## config.mk

```make
export PLATFORM = sky130hd
export DESIGN_NAME = adder_accumulator
export DESIGN_NICKNAME = d
export VERILOG_FILES = /design/src/rtl/adder_pkg.sv /design/src/rtl/sat_adder.sv /design/src/rtl/adder_accumulator.sv
export SDC_FILE = /design/constraint.sdc
export NUM_CORES = 1
export LEC_CHECK = 0
export ABC_AREA = 1
export ABC_CLOCK_PERIOD_IN_PS = 2900
export CAP_MARGIN = 10
export CORE_ASPECT_RATIO = 0.7
export CORE_MARGIN = 4
export CORE_UTILIZATION = 35
export CTS_BUF_LIST = sky130_fd_sc_hd__clkbuf_8 sky130_fd_sc_hd__clkbuf_16
export DETAILED_ROUTE_END_ITERATION = 10
export HOLD_SLACK_MARGIN = 0.02
export PLACE_DENSITY_LB_ADDON = 0.2
export SLEW_MARGIN = 15
export SYNTH_ARGS = -nofsm -noshare
export SYNTH_HDL_FRONTEND = slang
export SYNTH_HIERARCHICAL = 1
export SYNTH_SLANG_ARGS = --single-unit
export TNS_END_PERCENT = 100
```

## constraint.sdc

```tcl
create_clock -name clk -period 2.9 [get_ports clk]
set_input_delay 0.58 -clock clk [delete_from_list [all_inputs] [get_ports clk]]
set_output_delay 0.58 -clock clk [all_outputs]
set_load 0.02 [all_outputs]
```

## src/rtl/adder_pkg.sv

```systemverilog
// Shared types and helpers for the adder result stream and its accumulator.
package adder_pkg;

    // Burst accumulator control states.
    typedef enum logic [1:0] {
        IDLE  = 2'd0,
        ACCUM = 2'd1,
        DONE  = 2'd2
    } acc_state_t;

    // Working width for the zero-extension helper; callers cast down to their own width.
    localparam int EXT_W = 32;

    // Build the sample value {carry,sum} from an adder result, zero-extended to EXT_W.
    // sum must already be zero-extended above add_bit.
    function automatic logic [EXT_W-1:0] sample_ext(
        input logic             carry,
        input logic [EXT_W-1:0] sum,
        input int               add_bit
    );
        logic [EXT_W-1:0] carry_ext;
        carry_ext = {{(EXT_W-1){1'b0}}, carry};
        return (carry_ext << add_bit) | sum;
    endfunction

endpackage

```

## src/rtl/sat_adder.sv

```systemverilog
// Combinational saturating adder: a + b clamped to all-ones, with an overflow flag.
module sat_adder #(
    parameter int acc_bit = 8
) (
    input  logic [acc_bit-1:0] a_i,
    input  logic [acc_bit-1:0] b_i,
    output logic [acc_bit-1:0] sum_o,
    output logic               ovf_o
);

    // One extra bit catches the carry out of the top position.
    logic [acc_bit:0] full_sum;

    assign full_sum = {1'b0, a_i} + {1'b0, b_i};
    assign ovf_o    = full_sum[acc_bit];
    assign sum_o    = ovf_o ? {acc_bit{1'b1}} : full_sum[acc_bit-1:0];

endmodule

```

## src/rtl/adder_accumulator.sv

```systemverilog
// Accumulates fixed-length bursts of {carry,sum} adder results into a saturating
// register and hands each burst total downstream over a valid/ready handshake.
// Requires acc_bit >= add_bit+1 and burst_len >= 1.
module adder_accumulator
    import adder_pkg::*;
#(
    parameter int add_bit   = 4,
    parameter int acc_bit   = 8,
    parameter int burst_len = 8
) (
    input  logic               clk,
    input  logic               reset,
    input  logic               clr,
    input  logic               in_valid,
    output logic               in_ready,
    input  logic [add_bit-1:0] sum,
    input  logic               carry,
    output logic               out_valid,
    input  logic               out_ready,
    output logic [acc_bit-1:0] result,
    output logic               ovf
);

    localparam int               CNT_W    = $clog2(burst_len + 1);
    localparam logic [CNT_W-1:0] CNT_ONE  = CNT_W'(1);
    localparam logic [CNT_W-1:0] CNT_LAST = CNT_W'(burst_len - 1);

    acc_state_t         state_q, state_d;
    logic [acc_bit-1:0] acc_q, acc_d;
    logic [CNT_W-1:0]   cnt_q, cnt_d;
    logic               ovf_q, ovf_d;

    logic [acc_bit-1:0] sample;
    logic [acc_bit-1:0] add_sum;
    logic               add_ovf;
    logic               accept;

    assign sample = acc_bit'(sample_ext(carry, EXT_W'(sum), add_bit));
    assign accept = in_valid & in_ready;

    sat_adder #(
        .acc_bit (acc_bit)
    ) u_sat_adder (
        .a_i   (acc_q),
        .b_i   (sample),
        .sum_o (add_sum),
        .ovf_o (add_ovf)
    );

    // State register.
    // NOTE: sequential state uses non-blocking assignments so every flop samples
    // pre-edge values regardless of statement order.
    always_ff @(posedge clk or negedge reset) begin
        if (!reset) begin
            state_q <= IDLE;
        end else begin
            state_q <= state_d;
        end
    end

    // Next-state decode; clr overrides every other event.
    // NOTE: the default assignment at the top keeps this block free of inferred latches.
    always_comb begin
        state_d = state_q;
        if (clr) begin
            state_d = IDLE;
        end else begin
            case (state_q)
                IDLE: begin
                    if (accept) begin
                        state_d = (burst_len == 1) ? DONE : ACCUM;
                    end
                end
                ACCUM: begin
                    if (accept && (cnt_q == CNT_LAST)) begin
                        state_d = DONE;
                    end
                end
                DONE: begin
                    if (out_ready) begin
                        state_d = IDLE;
                    end
                end
                default: state_d = IDLE;
            endcase
        end
    end

    // Handshake outputs decoded directly from the state.
    always_comb begin
        in_ready  = (state_q != DONE);
        out_valid = (state_q == DONE);
    end

    // Datapath next values: load, accumulate, hand off or flush.
    always_comb begin
        acc_d = acc_q;
        cnt_d = cnt_q;
        ovf_d = ovf_q;
        if (clr) begin
            acc_d = '0;
            cnt_d = '0;
            ovf_d = 1'b0;
        end else begin
            case (state_q)
                IDLE: begin
                    if (accept) begin
                        acc_d = sample;
                        cnt_d = CNT_ONE;
                    end
                end
                ACCUM: begin
                    if (accept) begin
                        acc_d = add_sum;
                        cnt_d = cnt_q + CNT_ONE;
                        ovf_d = ovf_q | add_ovf;
                    end
                end
                DONE: begin
                    if (out_ready) begin
                        acc_d = '0;
                        cnt_d = '0;
                        ovf_d = 1'b0;
                    end
                end
                default: begin
                    acc_d = '0;
                    cnt_d = '0;
                    ovf_d = 1'b0;
                end
            endcase
        end
    end

    // Datapath registers; result and ovf are driven straight from these.
    always_ff @(posedge clk or negedge reset) begin
        if (!reset) begin
            acc_q <= '0;
            cnt_q <= '0;
            ovf_q <= 1'b0;
        end else begin
            acc_q <= acc_d;
            cnt_q <= cnt_d;
            ovf_q <= ovf_d;
        end
    end

    assign result = acc_q;
    assign ovf    = ovf_q;

endmodule

```

==> Implementation_results.wiki <==
{| class="wikitable"
! Metric !! Value
|-
| Critical path class || input pin to flip-flop
|-
| Worst Hold Class || flip-flop to flip-flop
|-
| Number of synthesized register bits || 15
|-
| Number of nets in the final layout || 230
|-
| Proportion of layout cells with a drive suffix above 1 || 6.70%
|-
| Full die area || 4560 sq um
|-
| Worst-path maximum fanout || 9
|-
| Worst IR drop on VDD || 0.000282 V
|-
| Result of the run || finished, final reports clean
|-
| Worst hold slack || 0.525 ns
|-
| Clock transition at the register clock pins on the worst setup and hold paths after CTS || 0.06 ns
|-
| Largest net degree at the start of global routing || 22
|-
| Proportion of netlist area held by the largest area contributor || 30.4%
|-
| Average vias per placed instance || 4.46
|-
| Final hold violation count || 0
|-
| Cell Pwr Density || 753 nW/um^2
|-
| Launching element type of the critical path || input pin
|-
| Post-Synthesis Cell Area || 1240 sq um
|-
| Post-Layout Cell Count || 256
|-
| Post-DRT Antenna Nets || 0
|-
| Most used cell along the critical path || sky130_fd_sc_hd__nand2_1
|-
| Post-Synth Simple-Gate Area || 38.6%
|-
| Total Wirelength || 2600 um
|-
| Max-cap check violation count || 0
|-
| Hold-fix buffers at CTS || 0
|-
| Critical-path cell with the highest stage delay || sky130_fd_sc_hd__clkdlybuf4s50_1
|-
| Fill cell total of the finished layout || 345
|-
| Number of top-level pins || 21
|-
| Cell breakdown of the critical path || clkdlybuf4s50_1 > ha_1 > fa_1 > nand2_1 > nand2_1 > nand2_2 > nor2_2 > nor2_4 > nand3_1 > nand3_1 > nand2_1 > nand2_1 > o21ai_0
|-
| Post-CTS Repair Setup Buffers || 0
|-
| Worst Tran Pin Value || 0.708 ns
|-
| Cell row count || 17
|-
| Overall die width || 79.0 um
|-
| Arrival time of the worst setup path || 2.50 ns
|-
| Maximum number of buffers from clock root to sink || 2
|-
| Sequential fraction of the synthesis area || 30.4%
|-
| CP endpoint kind || flip-flop
|-
| Synth Area in Compound Gates || 8.50%
|-
| Synth area leader || sky130_fd_sc_hd__dfrtp_1
|-
| Ant diodes || 0
|-
| Last weighted congestion value of the routability-driven placer || 0.839
|-
| Multiplexer fraction of the synthesized cell area || 0%
|-
| Number of remaining DRC errors || 0
|-
| Number of resized instances in the post-cts repair step || 0
|-
| Effective utilization at floorplan || 37.7%
|-
| Final worst-path cycle share || 81.8%
|-
| Largest cells by area after synthesis || sky130_fd_sc_hd__dfrtp_1 30%, sky130_fd_sc_hd__nand2_1 20%, sky130_fd_sc_hd__ha_1 9.1%
|-
| Total number of clock tree sinks || 15
|-
| Top Family by Delay on Critical Path || simple AND/OR/NAND/NOR gates
|-
| Maximum cell stage delay along the critical path || 0.43 ns
|-
| Fin Clk Skew || 0.000914 ns
|-
| Placed cells || 252
|-
| Adder-cell share of the synthesized area || 10.7%
|-
| Setup repair after global routing missed its margin || false
|-
| Floorplan core area || 3280 sq um
|-
| Static leakage || 0.823 nW
|-
| Initial detailed-routing violation count || 72
|-
| Buffers on Ports || 20
|-
| Number of buffers created by CTS || 3
|-
| Avg Inst Size Synth || 6.65 sq um
|-
| Dominant combinational cell family by area after synthesis || simple AND/OR/NAND/NOR gates
|-
| Count of unique library cells instantiated by Yosys || 21
|-
| Overflow left after global routing || 0
|-
| GRT Util Overall || 12.9%
|-
| Number of optimization iterations in the first detailed-route pass || 4
|-
| Clock tree root buffer cell || sky130_fd_sc_hd__clkbuf_8
|-
| Vertical extent of the die || 57.7 um
|-
| Setup-violating endpoint count in the final report || 0
|-
| Post-detailed-route wirelength per cell || 10.2 um
|-
| Via count of the routed design || 1142
|-
| H-tree levels || 1
|-
| First-pass GRT wire length || 4700 um
|-
| Detailed placement HPWL || 2060 um
|-
| CTS tree || built
|-
| Total of warnings raised by yosys || 6
|-
| Max Clock Freq || 0.422 GHz
|-
| Number of antenna violations at the first check in global routing || 0
|-
| Required time of the critical path || 3.02 ns
|-
| Via count of the first global-routing pass || 1021
|-
| Minimum period implied by the final worst setup slack || 2.37 ns
|-
| Gate Count Post-Synth || 186
|-
| Summed negative setup slack over all endpoints || 0 ns
|-
| Remaining max-slew budget at the tightest pin || 52.7%
|-
| Synth-to-Final Area Change || 22.6%
|-
| Max-slew violation count || 0
|-
| Clock latency at the later pin of the worst-skew pair || 0.25 ns
|-
| Sum of buffers and inverters on the critical path || 1
|-
| Xor/xnor cell area share of the yosys netlist || 0%
|}
-- worst register-to-register path: stages, from the launching register on --
cell and delay (ns):
sky130_fd_sc_hd__dfrtp_1 0.40, sky130_fd_sc_hd__ha_1 0.23, sky130_fd_sc_hd__fa_1 0.38, sky130_fd_sc_hd__nand2_1 0.10
sky130_fd_sc_hd__nand2_1 0.09, sky130_fd_sc_hd__nand2_2 0.09, sky130_fd_sc_hd__nor2_2 0.05, sky130_fd_sc_hd__nor2_4 0.19
sky130_fd_sc_hd__nand3_1 0.10, sky130_fd_sc_hd__nand3_1 0.09, sky130_fd_sc_hd__nand2_1 0.06, sky130_fd_sc_hd__nand2_1 0.05
sky130_fd_sc_hd__o21ai_0 0.07
-- state kept, by name, summed over array words and instances, names as in the netlist --
signal,cells
state_q,2
result,8
ovf,1
cnt_q,4
-- through the flow --
step                      cell area (sq um)  setup WS, ns  power [mW]  util [%]
after global placement                 1470         0.287       0.976      44.8
final                                  1520         0.528        1.14      46.3
after global routing                   1520         0.296        1.27      46.3
after detailed placement               1470         0.249       0.974      44.8
after CTS                              1520         0.514        1.16      46.3
after floorplan                        1240         0.911       0.797         -
-- cell families after synthesis --
group / Yosys count
DFF: 15
AOI/OAI and AO/OA: 21
buffers and inverters: 32
adders and majority gates: 10
other: 1
and+or+nand+nor: 107
-- report_power, final --
group	switching [mW]	leakage [nW]	total, mW	internal (mW)
registers	0.0657	0.201	0.331	0.265
logic	0.372	0.597	0.636	0.265
clock network	0.0786	0.0255	0.174	0.0954
-- metal layers --
| layer | up-vias | global-route usage [%] | wire (um) |
|---|---|---|---|
| li1 | 636 | - | - |
| met4 | 0 | 2.21 | 16 |
| met5 | - | 0 | 0 |
| met3 | 3 | 3.73 | 114 |
| met1 | 482 | 18.5 | 1410 |
| met2 | 21 | 19.4 | 1060 |
-- cell type report --
cell class / count / area [sq um] / share of cell area, %
Inverter: 29 / 109 / 7.18
Timing Repair Buffer: 20 / 200 / 13.2
Tap cell: 47 / 58.8 / 3.88
Clock buffer: 3 / 41.3 / 2.73
Clock inverter: 1 / 5.00 / 0.330
Multi-Input combinational cell: 141 / 726 / 47.9
Sequential cell: 15 / 375 / 24.8
-- cell usage after synthesis --
library cell / number
sky130_fd_sc_hd__conb_1: 1
sky130_fd_sc_hd__inv_1: 28
sky130_fd_sc_hd__nand2_2: 3
sky130_fd_sc_hd__nor2_4: 2
sky130_fd_sc_hd__ha_1: 9
sky130_fd_sc_hd__dfrtp_1: 15
sky130_fd_sc_hd__nand2_1: 65
sky130_fd_sc_hd__o21ai_1: 1
sky130_fd_sc_hd__nand2_4: 1
sky130_fd_sc_hd__or2_2: 2
sky130_fd_sc_hd__fa_1: 1
sky130_fd_sc_hd__a21oi_1: 7
sky130_fd_sc_hd__o21ai_0: 13
sky130_fd_sc_hd__or2_1: 1
sky130_fd_sc_hd__buf_6: 3
sky130_fd_sc_hd__inv_2: 1
sky130_fd_sc_hd__nand3b_1: 2
sky130_fd_sc_hd__nand4_1: 1
sky130_fd_sc_hd__nor2_1: 9
sky130_fd_sc_hd__nand3_1: 20
sky130_fd_sc_hd__nor2_2: 1
-- cells in the final DEF, fill, tap and decap left out --
master / n
sky130_fd_sc_hd__nand3_1: 20
sky130_fd_sc_hd__inv_2: 1
sky130_fd_sc_hd__inv_1: 28
sky130_fd_sc_hd__or2_1: 1
sky130_fd_sc_hd__fa_1: 1
sky130_fd_sc_hd__nand2_4: 1
sky130_fd_sc_hd__a21oi_1: 7
sky130_fd_sc_hd__nand4_1: 1
sky130_fd_sc_hd__o21ai_1: 1
sky130_fd_sc_hd__clkdlybuf4s50_1: 20
sky130_fd_sc_hd__conb_1: 3
sky130_fd_sc_hd__nor2_1: 9
sky130_fd_sc_hd__nor2_4: 2
sky130_fd_sc_hd__nor2_2: 1
sky130_fd_sc_hd__or2_2: 2
sky130_fd_sc_hd__dfrtp_1: 15
sky130_fd_sc_hd__nand2_1: 65
sky130_fd_sc_hd__clkinv_2: 1
sky130_fd_sc_hd__ha_1: 9
sky130_fd_sc_hd__o21ai_0: 13
sky130_fd_sc_hd__clkbuf_8: 3
sky130_fd_sc_hd__nand2_2: 3
sky130_fd_sc_hd__nand3b_1: 2
-- worst paths after layout --
kind / from / endpoint / slack (ns) / cells past startpoint
worst max register to register: result[0]$_DFFE_PN0P_ / result[4]$_DFFE_PN0P_ / 0.88 / 12
max in group asynchronous: reset / result[7]$_DFFE_PN0P_ / 1.70 / 1
worst min register to register: result[5]$_DFFE_PN0P_ / result[5]$_DFFE_PN0P_ / 0.52 / 2
min in group asynchronous: reset / ovf$_DFFE_PN0P_ / 0.75 / 1
worst max-delay path: sum[0] / result[4]$_DFFE_PN0P_ / 0.53 / 13
worst min-delay path: result[5]$_DFFE_PN0P_ / result[5]$_DFFE_PN0P_ / 0.52 / 2
Note: power is estimated with default switching activity, not from simulation.
